$ cat config.mk
export PLATFORM = sky130hd
export DESIGN_NAME = dcache_fsm
export DESIGN_NICKNAME = d
export VERILOG_FILES = /design/src/rtl/cache_pkg.sv /design/src/rtl/cache_word_counter.sv /design/src/rtl/dcache_fsm.sv
export SDC_FILE = /design/constraint.sdc
export NUM_CORES = 1
export LEC_CHECK = 0
export BUFFER_PORTS_ARGS = -buffer_cell sky130_fd_sc_hd__buf_2
export CAP_MARGIN = 5
export CORE_MARGIN = 2
export CORE_UTILIZATION = 42
export CTS_CLUSTER_DIAMETER = 30
export DETAILED_ROUTE_END_ITERATION = 8
export PLACE_DENSITY_LB_ADDON = 0.3
export SLEW_MARGIN = 20
export SYNTH_ARGS = -nofsm -noshare
export SYNTH_HDL_FRONTEND = slang
export SYNTH_HIERARCHICAL = 1
export SYNTH_SLANG_ARGS = --single-unit
$ cat constraint.sdc
create_clock -name i_clk -period 2 [get_ports i_clk]
set_clock_uncertainty 0.2 [all_clocks]
set_input_delay 0.1 -clock i_clk [delete_from_list [all_inputs] [get_ports i_clk]]
set_output_delay 0.1 -clock i_clk [all_outputs]
set_load 0.005 [all_outputs]
$ cat src/rtl/cache_pkg.sv
// rtl/cache_pkg.sv - shared state encoding and address-select constants for the cache controller
package cache_pkg;

   typedef enum logic [1:0] {
      IDLE       = 2'd0,
      WRITE_BACK = 2'd1,
      ALLOCATE   = 2'd2
   } t_cache_state;

   localparam logic ADDR_SEL_REQ    = 1'b0;
   localparam logic ADDR_SEL_VICTIM = 1'b1;

endpackage

$ cat src/rtl/cache_word_counter.sv
// rtl/cache_word_counter.sv - word index counter for line write-back and refill
// Wraps explicitly after the last word so BLOCK_WORDS need not fill the counter width.
module cache_word_counter #(
   parameter int  BLOCK_WORDS = 16,
   localparam int WORD_IDX_W  = $clog2(BLOCK_WORDS)
) (
   input  logic                  clk,
   input  logic                  arst,
   input  logic                  inc,
   input  logic                  clr,
   output logic [WORD_IDX_W-1:0] count,
   output logic                  at_last
);

   localparam logic [WORD_IDX_W-1:0] LAST_IDX = WORD_IDX_W'(BLOCK_WORDS - 1);

   assign at_last = (count == LAST_IDX);

   always_ff @(posedge clk or posedge arst) begin
      if (arst) begin
         count <= '0;
      end else if (clr) begin
         count <= '0;
      end else if (inc) begin
         count <= at_last ? '0 : count + WORD_IDX_W'(1);
      end
   end

endmodule

$ cat src/rtl/dcache_fsm.sv
// rtl/dcache_fsm.sv - cache controller FSM: hit service, dirty victim write-back, word-by-word refill
// All outputs are combinational from the state, the word counter and the current inputs.
module dcache_fsm
   import cache_pkg::*;
#(
   parameter int  BLOCK_WORDS = 16,
   parameter int  WB_EN       = 1,
   localparam int WORD_IDX_W  = $clog2(BLOCK_WORDS)
) (
   input  logic                  i_clk,
   input  logic                  i_arst,
   input  logic                  i_req_valid,
   input  logic                  i_req_write,
   input  logic                  i_cache_hit,
   input  logic                  i_victim_dirty,
   input  logic                  i_axi_read_done,
   input  logic                  i_axi_write_done,
   output logic                  o_stall,
   output logic                  o_axi_read_start,
   output logic                  o_axi_write_start,
   output logic                  o_addr_sel,
   output logic [WORD_IDX_W-1:0] o_word_idx,
   output logic                  o_block_we,
   output logic                  o_line_valid_set,
   output logic                  o_data_we,
   output logic                  o_dirty_set,
   output logic                  o_lru_update
);

   t_cache_state ps;
   t_cache_state ns;

   logic wb_on;
   logic miss;
   logic dirty_miss;
   logic cnt_inc;
   logic cnt_clr;
   logic cnt_last;

   assign wb_on      = (WB_EN != 0);
   assign miss       = i_req_valid & ~i_cache_hit;
   assign dirty_miss = miss & i_victim_dirty & wb_on;

   cache_word_counter #(
      .BLOCK_WORDS(BLOCK_WORDS)
   ) u_word_counter (
      .clk    (i_clk),
      .arst   (i_arst),
      .inc    (cnt_inc),
      .clr    (cnt_clr),
      .count  (o_word_idx),
      .at_last(cnt_last)
   );

   always_ff @(posedge i_clk or posedge i_arst) begin
      if (i_arst) begin
         ps <= IDLE;
      end else begin
         ps <= ns;
      end
   end

   always_comb begin
      ns                = ps;
      cnt_inc           = 1'b0;
      cnt_clr           = 1'b0;
      o_stall           = 1'b0;
      o_axi_read_start  = 1'b0;
      o_axi_write_start = 1'b0;
      o_addr_sel        = ADDR_SEL_REQ;
      o_block_we        = 1'b0;
      o_line_valid_set  = 1'b0;
      o_data_we         = 1'b0;
      o_dirty_set       = 1'b0;
      o_lru_update      = 1'b0;

      case (ps)
         IDLE: begin
            // Done pulses are ignored here; the counter is held at word 0.
            cnt_clr      = 1'b1;
            o_lru_update = i_req_valid & i_cache_hit;
            o_data_we    = i_req_valid & i_cache_hit & i_req_write & wb_on;
            o_dirty_set  = i_req_valid & i_cache_hit & i_req_write & wb_on;
            o_stall      = miss;
            if (dirty_miss) begin
               o_axi_write_start = 1'b1;
               o_addr_sel        = ADDR_SEL_VICTIM;
               ns                = WRITE_BACK;
            end else if (miss) begin
               o_axi_read_start = 1'b1;
               ns               = ALLOCATE;
            end
         end

         WRITE_BACK: begin
            o_stall           = 1'b1;
            o_addr_sel        = ADDR_SEL_VICTIM;
            o_axi_write_start = ~i_axi_write_done;
            if (i_axi_write_done) begin
               cnt_inc = 1'b1;
               if (cnt_last) begin
                  ns = ALLOCATE;
               end
            end
         end

         ALLOCATE: begin
            // The line becomes valid together with its final word write.
            o_stall          = 1'b1;
            o_axi_read_start = ~i_axi_read_done;
            o_block_we       = i_axi_read_done;
            if (i_axi_read_done) begin
               cnt_inc = 1'b1;
               if (cnt_last) begin
                  o_line_valid_set = 1'b1;
                  ns               = IDLE;
               end
            end
         end

         default: begin
            cnt_clr = 1'b1;
            ns      = IDLE;
         end
      endcase
   end

endmodule

==> flow_metrics.py, run 1 <==
metrics = {
    "global_route": {
        "grt_pass1_vias": 459,
        "grt-ovfl-total": 0,
        "grt_pass1_wl_mm": 1.911,
        "antenna_found_initial": 0,
        "grt_use_total_pct": 18.56,
        "grt_max_degree": 6,
    },
    "worst_setup_path": {
        "path_cells": "buf_6 -> ha_4 -> nor2b_4 -> a2111oi_4 -> buf_4 -> mux2i_2",
        "crit_start": "ps[0]$_DFFE_PP0P_",
        "r2r-start": "ps[0]$_DFFE_PP0P_",
        "crit_arrival_ns": 1.89,
        "path_class": "register to register",
        "crit_fanout": 5,
        "required_ns": 1.95,
        "cp_slowest_stage_delay_ns": 0.43,
        "cp_num_buf_inv": 2,
        "critPathSlowestCell": "dfrtp_1",
        "start_kind": "register",
        "critPathCaptureType": "register",
        "cp_top_family": "flip-flops",
    },
    "logic_synthesis": {
        "seq_area_frac_synth_pct": 27.21,
        "synth.top_cells.by_area": "dfrtp_1, ha_1, a2111oi_4",
        "synth_top_area_share_pct": 27.21,
        "syn-instance-count": 59,
        "yosysWarningCount": 6,
        "syn_area_sq_um": 551.8,
        "yosys.area.top_type": "dfrtp_1",
        "synth_fp_nets": 75,
        "synth.avg_cell_area_sq_um": 9.352,
        "yosys.cell_types.count": 24,
        "ys_ff_latch": 6,
    },
    "clock_tree": {
        "clockRootBuffer": "clkbuf_4",
        "clockBufferDepth": 2,
        "cts_tree": "done",
        "htree_levels": 1,
        "worst_skew_pair.late_latency_ns": 0.24,
        "cts_buffers": 3,
        "cts_sinks": 6,
        "clk_pin_slew_worst_paths_ns": 0.05,
    },
    "route": {
        "routed_wl_mm": 1.409,
        "firstDrtPassIters": 4,
        "final_antenna_net_count": 0,
        "route.detailed.drc": 0,
        "vias_per_cell": 5.204,
        "wl_per_cell_um": 13.05,
        "num_vias": 562,
        "initialDrtViolationCount": 17,
    },
    "finish": {
        "postLayoutCoreUtil_pct": 66.27,
        "finish.net_count": 111,
        "drive_above_1_share_pct": 53.76,
        "antenna_cells": 0,
        "fill_cells": 119,
        "syn_to_final_growth_pct": 52.38,
    },
    "flow_run": {
        "max_cap_violations": 0,
    },
    "power": {
        "powerDensity_nw_per_um2": 1160,
        "p_leak_uw": 0.0004369,
        "vdd_drop_max_mv": 0.5783,
    },
    "floorplanning": {
        "pin_count": 21,
        "start_util_pct": 43.49,
        "die_y_um": 40.25,
        "core_area_sq_um": 1269,
        "rows": 13,
        "dieArea_sq_um": 1620,
        "die_w_um": 40.25,
    },
    "place": {
        "port_buffers": 20,
        "dp_hpwl_um": 985.7,
        "globalplace.congestion": 0.7327,
    },
    "sta": {
        "rsz0062_at_grt": "yes",
        "fmax_mhz": 514.3,
        "min_period_over_period_pct": 97.23,
        "finalHoldViolCount": 0,
        "period_needed_ns": 1.945,
        "maxSlewHeadroom_pct": 79.28,
        "drv_slew": 0,
        "setup_viol": 0,
        "finalSetupTns_ns": 0,
        "tightest_slew_ns": 0.3108,
    },
    "hold_path": {
        "holdCritPathClass": "input port to async pin",
    },
    "outcome": {
        "status": "complete, no violations",
    },
}
==> through the flow <==
step,hold WS (ns),worst slack [ns],cell area (sq um),cells,power (uW)
2_1_floorplan,-0.3588,0.04346,551.8,59,503.2
3_5_place_dp,-0.2340,0.04781,715.7,100,713.6
5_1_grt,0.07978,-0.04820,840.8,108,1058
6_report,0.06055,0.05545,840.8,108,975.6
4_1_cts,0.05685,0.02481,760.7,105,852.0
3_3_place_gp,-0.2310,0.06292,715.7,100,706.9
==> worst reg2reg max path, cell delays in order (launching register included) <==
cell	delay, ns
dfrtp_1	0.43
buf_6	0.15
ha_4	0.17
nor2b_4	0.14
a2111oi_4	0.36
buf_4	0.18
mux2i_2	0.23
==> cell usage after synthesis <==
cell type	count
nor2b_1	2
a2111oi_4	1
a21oi_1	4
dfrtp_1	6
or2_2	2
nand2b_1	3
and2_1	2
or3_1	1
mux2_4	1
mux2i_1	2
inv_1	5
and3_4	1
buf_4	1
nand2_1	3
nand3b_1	1
and3_1	2
xor2_1	1
o22a_1	2
o21ba_1	1
or3b_1	1
o21ai_0	3
a21oi_2	1
nor2_1	5
ha_1	8
==> power by group <==
group / internal [uW] / switching, uW / total (uW)
logic: 371 / 329 / 701
registers: 145 / 20.5 / 165
clock network: 67.8 / 42.1 / 110
total: 584 / 392 / 976
==> kinds of logic after synthesis <==
family	synth area share (%)
compound gates	17.91
buf+inv	4.763
fa+ha+maj	18.14
flops	27.21
xor+xnor	1.588
mux	6.349
simple gates	24.04
==> layout make-up <==
class                      instances  area [sq um]  area share (%)
timing repair buffer              32         196.4           23.36
inverter                           5         18.77           2.232
sequential                         6         150.1           17.86
tap                               15         18.77           2.232
multi-input combinational         47         434.2           51.64
clock buffer                       3         22.52           2.679
==> registers in the layout (all words and copies together), names as in the netlist <==
| signal | count |
|---|---|
| ps | 2 |
| u_word_counter/count | 4 |
==> final timing paths <==
kind | to | slack (ns) | depth (start not counted)
worst max-delay path | ps[1]$_DFFE_PP0P_ | 0.06 | 6
worst min-delay path | ps[0]$_DFFE_PP0P_ | 0.06 | 3
worst max register to register | ps[1]$_DFFE_PP0P_ | 0.06 | 6
worst min register to register | u_word_counter/count[2]$_DFFE_PP0P_ | 0.41 | 2
max in group asynchronous | u_word_counter/count[0]$_DFFE_PP0P_ | 1.35 | 3
min in group i_clk | ps[0]$_DFFE_PP0P_ | 0.16 | 4
==> what timing repair did <==
action                                  in CTS  in global routing
gates resized for setup                      2                 14
setup buffers                                1                  3
endpoints found under the setup margin       2                  6
pin swaps                                    0                  5
endpoints found under the hold margin        6                  0
hold buffers                                 1                  0
==> layer usage <==
metal	vias to the layer above	track usage, %	wire (um)
met3	2	3.333	67
li1	271	-	-
met1	270	18.97	562
met5	-	0	0
met2	19	35.08	766
met4	0	10.00	12
==> placed cells by master (no fill, tap or decap), types with 2 or more instances in the layout <==
| master | synthesis | routed |
|---|---|---|
| and2_1 | 2 | 2 |
| and3_1 | 2 | 2 |
| inv_1 | 5 | 3 |
| a21oi_1 | 4 | 3 |
| o21ai_0 | 3 | 2 |
| or2_2 | 2 | 2 |
| buf_2 | 0 | 20 |
| ha_1 | 8 | 5 |
| dfrtp_1 | 6 | 6 |
| nor2_1 | 5 | 4 |
| nand2_1 | 3 | 3 |
| inv_2 | 0 | 2 |
| ha_4 | 0 | 3 |
| buf_4 | 1 | 10 |
| o22a_1 | 2 | 2 |
| a21oi_2 | 1 | 2 |
| nand2b_1 | 3 | 3 |
| clkbuf_4 | 0 | 3 |
Note: power is estimated with default switching activity, not from simulation.
==> inputs of run 2 (changes only) <==
CORE_AREA = 2 2 39 41   (was default)
CORE_MARGIN = default   (was 2)
CORE_UTILIZATION = default   (was 42)
DIE_AREA = 0 0 41 43   (was default)
SYNTH_HIERARCHICAL = default   (was 1)
==> flow_metrics.py, run 2 <==
metrics = {
    "logic_synthesis": {
        "synth_edf_count": 0,
        "synth_fp_nets": 68,
        "syn-instance-count": 55,
        "synth_top_cells_by_count": "inv_1, dfrtp_1, ha_1, nand2_1, nor2_1",
        "synth.top_cells.by_area": "dfrtp_1, ha_1, inv_1",
        "syn_area_sq_um": 484.2,
        "seq_area_frac_synth_pct": 31.01,
        "postSynth.topFlopCell": "dfrtp_1",
        "yosys.area.top_type": "dfrtp_1",
        "yosysWarningCount": 0,
        "synth_top_area_share_pct": 31.01,
        "synth_most_common_cell": "inv_1",
        "yosys.cell_types.count": 24,
        "ys_ff_latch": 6,
        "synthArstFlopShare_pct": 100.0,
        "synth.avg_cell_area_sq_um": 8.804,
    },
    "power": {
        "vdd_drop_max_mv": 0.5100,
        "swShare_pct": 41.94,
        "power_switching_uw": 308.1,
        "pwr-share-clk_pct": 14.3,
        "internal-power_uw": 426.6,
        "p_comb_share_pct": 60.2,
        "powerDensity_nw_per_um2": 1149,
        "p_leak_uw": 0.0003728,
        "seqPwrFrac_pct": 25.5,
    },
    "floorplanning": {
        "rows": 14,
        "die_y_um": 43,
        "dieArea_sq_um": 1763,
        "pin_count": 21,
        "die_w_um": 41,
        "core_area_sq_um": 1384,
        "start_util_pct": 34.99,
    },
    "hold_path": {
        "hold-path-cell-count": 4,
        "min-delay-start": "i_cache_hit",
        "min_to": "ps[0]$_DFFE_PP0P_",
        "holdCritPathClass": "input port to register",
    },
    "worst_setup_path": {
        "cp_num_buf_inv": 2,
        "r2r_end": "ps[1]$_DFFE_PP0P_",
        "cp_slowest_stage_delay_ns": 0.41,
        "r2r-start": "ps[0]$_DFFE_PP0P_",
        "required_ns": 1.70,
        "rrSetupSlack_ns": 0.37,
        "crit_path_frequent_cell": "nand2_1",
        "start_kind": "register",
        "crit_arrival_ns": 1.46,
        "cp_top_family": "flip-flops",
        "path_class": "register to output port",
        "critPathCaptureType": "output port",
        "crit_fanout": 4,
        "critPathSlowestCell": "dfrtp_1",
        "rr_worst_depth": 6,
        "path_cells": "inv_1 -> ha_1 -> nand2_1 -> nor2_1 -> nand2_1 -> o21ai_1 -> buf_2",
    },
    "clock_tree": {
        "cts_setup_buffers": 0,
        "clockBufferDepth": 2,
        "cts_buffers": 3,
        "cts_tree": "done",
        "worst_skew_pair.late_latency_ns": 0.24,
        "clk_pin_slew_worst_paths_ns": 0.04,
        "clockRootBuffer": "clkbuf_4",
        "cts_sinks": 6,
        "cts-resized-gates": 0,
        "htree_levels": 1,
    },
    "place": {
        "globalplace.congestion": 0.7234,
        "place_inst": 90,
        "placed_cell_area_sq_um": 596.8,
        "port_buffers": 20,
        "dp_hpwl_um": 803.9,
    },
    "finish": {
        "largest_register": "u_word_counter.count",
        "antenna_cells": 0,
        "stdcell_count": 95,
        "largest_reg_flops": 4,
        "finish.net_count": 94,
        "drive_above_1_share_pct": 34.18,
        "largestRegisters": "u_word_counter.count: 4 flops, ps: 2 flops",
        "stdcell_area_sq_um": 639.4,
        "layout_common_cells": "buf_2, inv_1, dfrtp_1, nand2_1, ha_1",
        "layout_commonest_cell": "buf_2",
        "syn_to_final_growth_pct": 32.04,
    },
    "global_route": {
        "antenna_found_initial": 0,
        "grt_max_degree": 7,
        "grt_pass1_wl_mm": 1.559,
        "grt-ovfl-total": 0,
        "grt_pass1_vias": 394,
        "grt_use_total_pct": 13.58,
    },
    "route": {
        "route.detailed.drc": 0,
        "firstDrtPassIters": 3,
        "wl_per_cell_um": 10.13,
        "final_antenna_net_count": 0,
        "num_vias": 448,
        "vias_per_cell": 4.716,
        "routed_wl_um": 962,
        "initialDrtViolationCount": 2,
    },
    "sta": {
        "tightest_slew_ns": 0.2293,
        "rsz0062_at_grt": "no",
        "maxSlewHeadroom_pct": 84.55,
        "fmax_mhz": 566.9,
        "period_needed_ns": 1.764,
        "drv_slew": 0,
        "finalSetupTns_ns": 0,
        "min_period_over_period_pct": 88.19,
        "setup_viol": 0,
        "finalHoldViolCount": 0,
    },
    "flow_run": {
        "max_cap_violations": 0,
    },
    "outcome": {
        "status": "complete, no violations",
    },
}
[run 2: cell types whose count changed after synthesis, sizes merged, moves of 2 or more]
cell    before  now
a21oi        5    2
nand2        3    5
and3         3    1
nand3        0    3
or2          2    0
nor2b        2    4
nand2b       3    0
inv          5    9
ha           8    5
[run 2: worst max-delay path by stage]
stage	from	to	slack (ns)	cells after the start
floorplan	ps[0]$_DFFE_PP0P_	ps[1]$_DFFE_PP0P_	0.49	6
global placement	ps[1]$_DFFE_PP0P_	ps[1]$_DFFE_PP0P_	0.41	6
detailed placement	ps[1]$_DFFE_PP0P_	ps[1]$_DFFE_PP0P_	0.35	6
CTS	ps[0]$_DFFE_PP0P_	o_axi_write_start	0.23	7
global route	ps[0]$_DFFE_PP0P_	o_axi_write_start	0.09	7
finish	ps[0]$_DFFE_PP0P_	o_axi_write_start	0.24	7
[run 2: layout make-up]
class,instances,area [sq um]
Inverter,9,33.78
Sequential cell,6,150.1
Timing Repair Buffer,22,120.1
Multi-Input combinational cell,39,292.8
Fill cell,141,744.5
Tap cell,16,20.02
Clock buffer,3,22.52
[run 2: cell families after synthesis]
group                    share of synthesized area [%]
buffers and inverters                            8.527
adder cells (fa/ha/maj)                          12.92
flip-flops                                       31.01
AO/OA/AOI/OAI                                    19.64
multiplexers                                     4.135
AND/OR/NAND/NOR                                  21.97
XOR/XNOR                                         1.809
[run 2: power by group through the flow]
stage          logic (uW)  clock network [uW]  registers [uW]
2_1_floorplan         315                   0             183
3_3_place_gp          442                   0             186
3_5_place_dp          442                   0             190
4_1_cts               451                 112             188
5_1_grt               502                 126             194
6_report              443                 105             187
[run 2: metal layers]
metal / track usage [%] / part of all wire, % / up-vias
met5: 0 / 0 / -
met4: 12.00 / 1.0 / 0
met3: 3.141 / 7.5 / 2
met2: 17.81 / 45 / 15
met1: 17.55 / 46 / 197
li1: - / - / 234
[run 2: metrics by stage]
stage	worst slack (ns)	total power (uW)	hold slack (ns)	utilization (%)
finish	0.2362	734.7	0.04940	46.20
CTS	0.2336	750.4	0.04232	46.20
detailed placement	0.3497	632.1	-0.1811	43.13
global route	0.09011	821.4	0.05833	46.20
floorplan	0.4851	498.2	-0.3090	-
global placement	0.4133	627.6	-0.1844	43.13
[run 2: worst register-to-register path, stage by stage, from the launching register on]
cell and delay (ns):
dfrtp_1 0.41, inv_1 0.10, ha_1 0.25, inv_1 0.08, o22a_1 0.23, nand3_2 0.09
mux2i_1 0.19
[run 2: what timing repair did]
action                                  4_1_cts  5_1_grt
hold buffers                                  2        0
endpoints found under the setup margin        0        0
hold endpoints to repair                      7        0
